--- src/rtl/sipo_led_rx.sv ---
// Serial-to-parallel LED link receiver with frame length checking.
// Optional SIPO_LED_UNSWAP_EN undoes the transmitter byte swap on led_out.
module sipo_led_rx (
  input  logic        clk,
  input  logic        rst_n,
  input  logic        sdata,
  input  logic        latch,
  output logic [15:0] led_out,
  output logic        frame_valid,
  output logic        frame_err,
  output logic [7:0]  err_cnt,
  output logic        synced
);

  typedef enum logic {
    HUNT,
    SHIFT
  } state_t;

  localparam logic [4:0] CNT_FULL = 5'd16;
  localparam logic [4:0] CNT_OVR  = 5'd17;

  state_t      state, state_nx;
  logic [15:0] shreg, shreg_nx;
  logic [4:0]  cnt, cnt_nx;
  logic [15:0] led_nx;
  logic [15:0] word;
  logic        fv_nx;
  logic        fe_nx;
  logic [7:0]  err_nx;
  logic        sync_nx;

`ifdef SIPO_LED_UNSWAP_EN
  assign word = {shreg[7:0], shreg[15:8]};
`else
  assign word = shreg;
`endif

  always_ff @(posedge clk or negedge rst_n) begin
    if (!rst_n) begin
      state       <= HUNT;
      shreg       <= '0;
      cnt         <= '0;
      led_out     <= '0;
      frame_valid <= 1'b0;
      frame_err   <= 1'b0;
      err_cnt     <= '0;
      synced      <= 1'b0;
    end else begin
      state       <= state_nx;
      shreg       <= shreg_nx;
      cnt         <= cnt_nx;
      led_out     <= led_nx;
      frame_valid <= fv_nx;
      frame_err   <= fe_nx;
      err_cnt     <= err_nx;
      synced      <= sync_nx;
    end
  end

  always_comb begin
    state_nx = state;
    shreg_nx = shreg;
    cnt_nx   = cnt;
    led_nx   = led_out;
    fv_nx    = 1'b0;
    fe_nx    = 1'b0;
    err_nx   = err_cnt;
    sync_nx  = synced;
    unique case (state)
      HUNT: begin
        if (!latch) begin
          state_nx = SHIFT;
          sync_nx  = 1'b1;
          cnt_nx   = '0;
        end
      end
      SHIFT: begin
        if (latch) begin
          shreg_nx = {sdata, shreg[15:1]};
          if (cnt != CNT_OVR)
            cnt_nx = cnt + 5'd1;
        end else begin
          cnt_nx = '0;
          if (cnt == CNT_FULL) begin
            led_nx = word;
            fv_nx  = 1'b1;
          end else begin
            fe_nx = 1'b1;
            if (err_cnt != 8'hFF)
              err_nx = err_cnt + 8'd1;
          end
        end
      end
      default: state_nx = HUNT;
    endcase
  end

endmodule

--- config.mk ---
export PLATFORM = sky130hd
export DESIGN_NAME = sipo_led_rx
export DESIGN_NICKNAME = d
export VERILOG_FILES = /design/src/rtl/sipo_led_rx.sv
export SDC_FILE = /design/constraint.sdc
export NUM_CORES = 1
export LEC_CHECK = 0
export ABC_AREA = 1
export ABC_CLOCK_PERIOD_IN_PS = 1200
export BUFFER_PORTS_ARGS = -buffer_cell sky130_fd_sc_hd__buf_4
export CELL_PAD_IN_SITES_DETAIL_PLACEMENT = 1
export CELL_PAD_IN_SITES_GLOBAL_PLACEMENT = 1
export CORE_MARGIN = 2
export CORE_UTILIZATION = 35
export DETAILED_ROUTE_END_ITERATION = 7
export PLACE_DENSITY = 0.72
export SLEW_MARGIN = 30
export SYNTH_ARGS = -nofsm -noshare
export SYNTH_HDL_FRONTEND = slang
export SYNTH_SLANG_ARGS = --single-unit
--- constraint.sdc ---
create_clock -name clk -period 1.2 [get_ports clk]
set_input_delay 0.24 -clock clk [delete_from_list [all_inputs] [get_ports clk]]
set_output_delay 0.24 -clock clk [all_outputs]
set_load 0.005 [all_outputs]
---- Word-level counts from Yosys, hierarchy flattened ----
Index checks and enable logic that the tools add are counted.
W data, S select, Z words.
storage, ports and cells
  bits in registers ....................... 49
  bits of input ports ..................... 4
  output and inout bits ................... 27
  logic and storage cells ................. 35
operators by class
  $add $sub $neg .......................... 2
  eq/ne operators ......................... 5
  muxes and demuxes ....................... 12
  bitwise gates (word level) .............. 3
  reductions and logical operators ........ 5
operator list
  cell                   count
  $mux W5                3
  $pmux W5 S2            1
  $add A8 B1 Y8 const B  1
  $mux W1                8
  $ne A8 B8 Y1 const B   1
  $reduce_and A2 Y1      3
  $add A5 B1 Y5 const B  1
  $eq A5 B5 Y1 const B   1
  $ne A5 B5 Y1 const B   1
  $reduce_and A4 Y1      1
  $ne A3 B2 Y1 const B   1
  $not A1 Y1             3
  $reduce_and A3 Y1      1
  $ne A2 B2 Y1 const B   1

---- Logic depth before layout (Yosys ltp) ----
  depth after elaboration ................. 4
  gate-level depth with buffers ........... 9
  depth with buffers taken out ............ 9

---- Worst setup path after synthesis ----
Ideal clock, no wire load.
  path kind ............................... register to register
  start ................................... register cnt[0]
  end ..................................... register led_out[15]
  library setup time ...................... 121 ps
  arrival ................................. 1112 ps
  required time ........................... 1079 ps
  setup slack ............................. -33 ps
  cell stages (with the launch flop) ...... 7
  path buffers ............................ 1
  period minus slack after synthesis ...... 1233 ps
  cells stage by stage .................... dfrtp_1 inv_1 ha_1 nand4_4 buf_2 nand2_1 o21ai_1
between the ends
  word-level cells in the longest chain between the ends .. 2
RTL lines
  what                         RTL line  text
  start, declared              25        logic [4:0] cnt, cnt_nx;
  start signal, assigned       52        cnt <= cnt_nx;
  $eq A5 B5 Y1                 85        if (cnt == CNT_FULL) begin
  $reduce_and A3 Y1 (no line)  n/a
  end signal, assigned         53        led_out <= led_nx;
  end, declared                8         output logic [15:0] led_out,
Every way passes these cells.
A chain may end at the register's enable or synchronous reset.

---- Worst setup path after layout ----
  start ................................... register cnt[1]
  end ..................................... register err_cnt[2]
between the ends
  word-level cells in the longest chain between the ends .. 3
RTL lines
  what                         RTL line  text
  $eq A5 B5 Y1                 85
  $not A1 Y1 (no line)         n/a
  $reduce_and A4 Y1 (no line)  n/a
  end signal, assigned         56        err_cnt <= err_nx;
  end, declared                11        output logic [7:0] err_cnt,
Every way passes these cells.

==> flow_metrics.py <==
metrics = {
    "logic_synthesis": {
        "mappedNetlistNets": 250,
        "yosysWarnings": 0,
        "synth_area_mm2": 0.002156,
        "syn_inst": 242,
        "synth_area_leaders": "dfrtp_1 (57%), nand2_1 (15%), o21ai_1 (7.4%), inv_1 (4.7%), ha_1 (2.3%)",
        "synth_cell_types": 21,
        "ys_ff_latch": 49,
        "synth_top_area_share_pct": 56.88,
        "yosys.area.top_type": "dfrtp_1",
        "synth.avg_cell_area_um2": 8.908,
        "ys_seq_area_share_pct": 56.88,
    },
    "detailed_routing": {
        "via_count": 1765,
        "firstDrtPassIters": 4,
        "drt-wirelength-per-cell_um": 13.64,
        "drt-initial-drc-count": 59,
        "antenna_left": 0,
        "drc": 0,
        "wl_um": 5184,
        "vias_per_cell": 4.645,
    },
    "outcome": {
        "violations": "setup timing",
        "status": "finished, violations left",
    },
    "clocking": {
        "numCtsBuffers": 5,
        "cts_root_buf": "clkbuf_8",
        "clkLatencyLatePin_ns": 0.31,
        "cts_buffer_depth": 2,
        "clock_sinks": 49,
        "cts_htree_levels": 2,
        "cts_tree": "done",
        "clkTransAtPathRegs_ns": 0.10,
    },
    "floorplanning": {
        "fp.dieH_um": 82.48,
        "start_util_pct": 36.41,
        "fp.dieW_um": 82.48,
        "rows": 28,
        "io-pin-count": 31,
        "die_area_mm2": 0.006803,
        "core_mm2": 0.005921,
    },
    "worst_hold_path": {
        "hp-start": "sdata",
        "min_delay_path_depth": 3,
        "holdPathEnd": "shreg[15]$_DFFE_PN0P_",
        "hold_class": "input port to flop",
    },
    "layout": {
        "final_nets": 312,
        "drive_above_1_share_pct": 34.10,
        "diodes": 0,
        "postLayoutCellArea_mm2": 0.002998,
        "fin_cells": 380,
        "seqCellArea_mm2": 0.001229,
        "syn2layout_area_growth_pct": 39.06,
        "n_fill_cell": 690,
        "utilization_pct": 50.63,
        "multi_input_area_um2": 908.4,
    },
    "worst_setup_path": {
        "cpMaxStageDelayCell": "dfrtp_1",
        "slowest_delay_ns": 0.41,
        "start_kind": "flop",
        "cp.required_ns": 1.44,
        "endpoint_kind": "flop",
        "regToRegEndpoint": "err_cnt[2]$_DFFE_PN0P_",
        "reg2regPathDepth": 8,
        "reg2reg_slack_ns": -0.05,
        "arrival_ns": 1.49,
        "r2r_start": "cnt[1]$_DFFE_PN0P_",
        "path_class": "flop to flop",
        "path_max_fanout": 8,
        "crit_chain": "inv_2, ha_4, nand3_2, nand2_2, inv_2, nand2_4, nand2_1, nand2_1",
    },
    "global_routing": {
        "grt_overflow_total": 0,
        "grtUsageTotal_pct": 16.47,
        "grt_max_degree": 33,
        "grt_pass1_vias": 1779,
        "grt_pass1_wl_um": 8404,
        "antenna_found_initial": 0,
    },
    "power": {
        "p_leak_nw": 1.500,
        "power_w": 0.003991,
        "ir_drop_mv": 0.6461,
        "p_seq_share_pct": 49.6,
        "p_clk_share_pct": 26.8,
        "p_int_w": 0.002804,
        "power_density_mw_per_mm2": 1331,
        "p_sw_w": 0.001187,
        "pwr-share-comb_pct": 23.6,
        "power_switching_share_pct": 29.74,
    },
    "placement": {
        "post_dp_cell_area_mm2": 0.002604,
        "place_hpwl_um": 3324,
        "io_buffers": 30,
        "dp.cells": 357,
        "dpl_worst_slack_ns": -0.07910,
        "gp_congestion": 0.7264,
    },
    "timing": {
        "fmax_mhz": 799.1,
        "rsz0062_at_grt": "yes",
        "hold_viol": 0,
        "slew_viol_final": 0,
        "setup_violations": 31,
        "final.period_utilization_pct": 104.3,
        "finalCriticalPeriod_ns": 1.251,
        "relSlewSlack_pct": 76.58,
        "finalWorstSetupSlack_ns": -0.05142,
        "worstMarginPinSlew_ns": 0.3513,
        "skew_ns": 0.006319,
    },
    "run": {
        "drv_cap": 0,
    },
}
==> cell usage in the layout (no fill, tap or decap), types with 3 or more instances in the layout <==
cell,count
dfrtp_1,47
nand3_2,3
ha_4,4
nor2_1,5
nand3_1,7
o21ai_0,3
o21ai_1,30
buf_12,3
nand2_4,3
buf_6,15
buf_4,42
nand2_2,9
inv_1,25
xor2_1,3
nor2_4,4
inv_2,5
nand2_1,75
clkbuf_8,6
==> critical path, delay by kind of cell, from the launching register on <==
family	cells	cell delay, ns
AND/OR/NAND/NOR	5	0.45
buffers and inverters	2	0.17
flip-flops	1	0.41
adder cells (fa/ha/maj)	1	0.16
==> cell usage after synthesis, drive strengths merged <==
cell / instances
nand2: 87
dfrtp: 49
o21ai: 35
inv: 30
nand3: 11
nor2: 9
buf: 6
ha: 4
nand4: 3
xor2: 3
nand3b: 2
nor3: 1
o21bai: 1
or2: 1
==> per-layer routing <==
metal  global-route usage, %  vias up  share of wire [%]
li1                        -      882                  -
met1                   19.90      849                 43
met2                   29.19       26                 53
met3                   3.261        8                2.7
met4                   5.500        0                1.7
met5                       0        -                  0
==> flip-flops by register name (all words and copies together), names as in the netlist <==
register	flops
frame_valid	1
frame_err	1
err_cnt	8
state	1
led_out	16
cnt	5
shreg	16
synced	1
==> cells by family (layout without fill, tap and decap cells) <==
| logic type | Yosys count | after routing | share of synthesized area, % |
|---|---|---|---|
| compound gates | 36 | 36 | 8.473 |
| flops | 49 | 49 | 56.88 |
| fa+ha+maj | 4 | 4 | 2.322 |
| buf+inv | 36 | 99 | 7.197 |
| xor+xnor | 3 | 3 | 1.219 |
| simple gates | 114 | 114 | 23.91 |
==> final cells by class <==
type / instances / share of cell area [%]
clock buffers: 6 / 2.755
well taps: 75 / 3.130
inverters: 30 / 3.756
flip-flops and latches: 49 / 40.98
clock inverters: 2 / 0.5843
repair buffers: 61 / 18.49
multi-input cells: 157 / 30.30
==> repair_timing <==
action / CTS / global route
resized for setup: 28 / 17
buffers inserted: 10 / 4
endpoints found under the hold margin: 25 / 0
setup endpoints to repair: 35 / 37
hold buffers: 1 / 0
pin swaps: 13 / 8
==> power groups by stage <==
stage	logic (W)	registers, W	clock network [W]
2_1_floorplan	0.000328	0.00198	0
3_3_place_gp	0.000676	0.00196	0
3_5_place_dp	0.000703	0.00198	0
4_1_cts	0.000880	0.00197	0.00110
5_1_grt	0.00106	0.00201	0.00117
6_report	0.000942	0.00198	0.00107
==> stage by stage <==
step                      TNS (ns)  hold slack (ns)
final                      -0.6454           0.1292
after global routing        -3.090           0.1446
after detailed placement    -1.326           0.1765
after CTS                  -0.3988           0.1294
after floorplan                  0         -0.05559
after global placement     -0.3510           0.1753
==> how the worst max path moves through the flow <==
stage          cells after the start  slack (ns)                       to               start
3_5_place_dp                       8       -0.08   err_cnt[2]$_DFFE_PN0P_  cnt[0]$_DFFE_PN0P_
4_1_cts                            6       -0.03   led_out[3]$_DFFE_PN0P_  cnt[1]$_DFFE_PN0P_
3_3_place_gp                       5       -0.04       cnt[2]$_DFFE_PN0P_  cnt[0]$_DFFE_PN0P_
2_1_floorplan                      6       0.004  led_out[15]$_DFFE_PN0P_  cnt[0]$_DFFE_PN0P_
5_1_grt                            9       -0.12       cnt[4]$_DFFE_PN0P_  cnt[0]$_DFFE_PN0P_
6_report                           8       -0.05   err_cnt[2]$_DFFE_PN0P_  cnt[1]$_DFFE_PN0P_
Note: power is estimated with default switching activity, not from simulation.
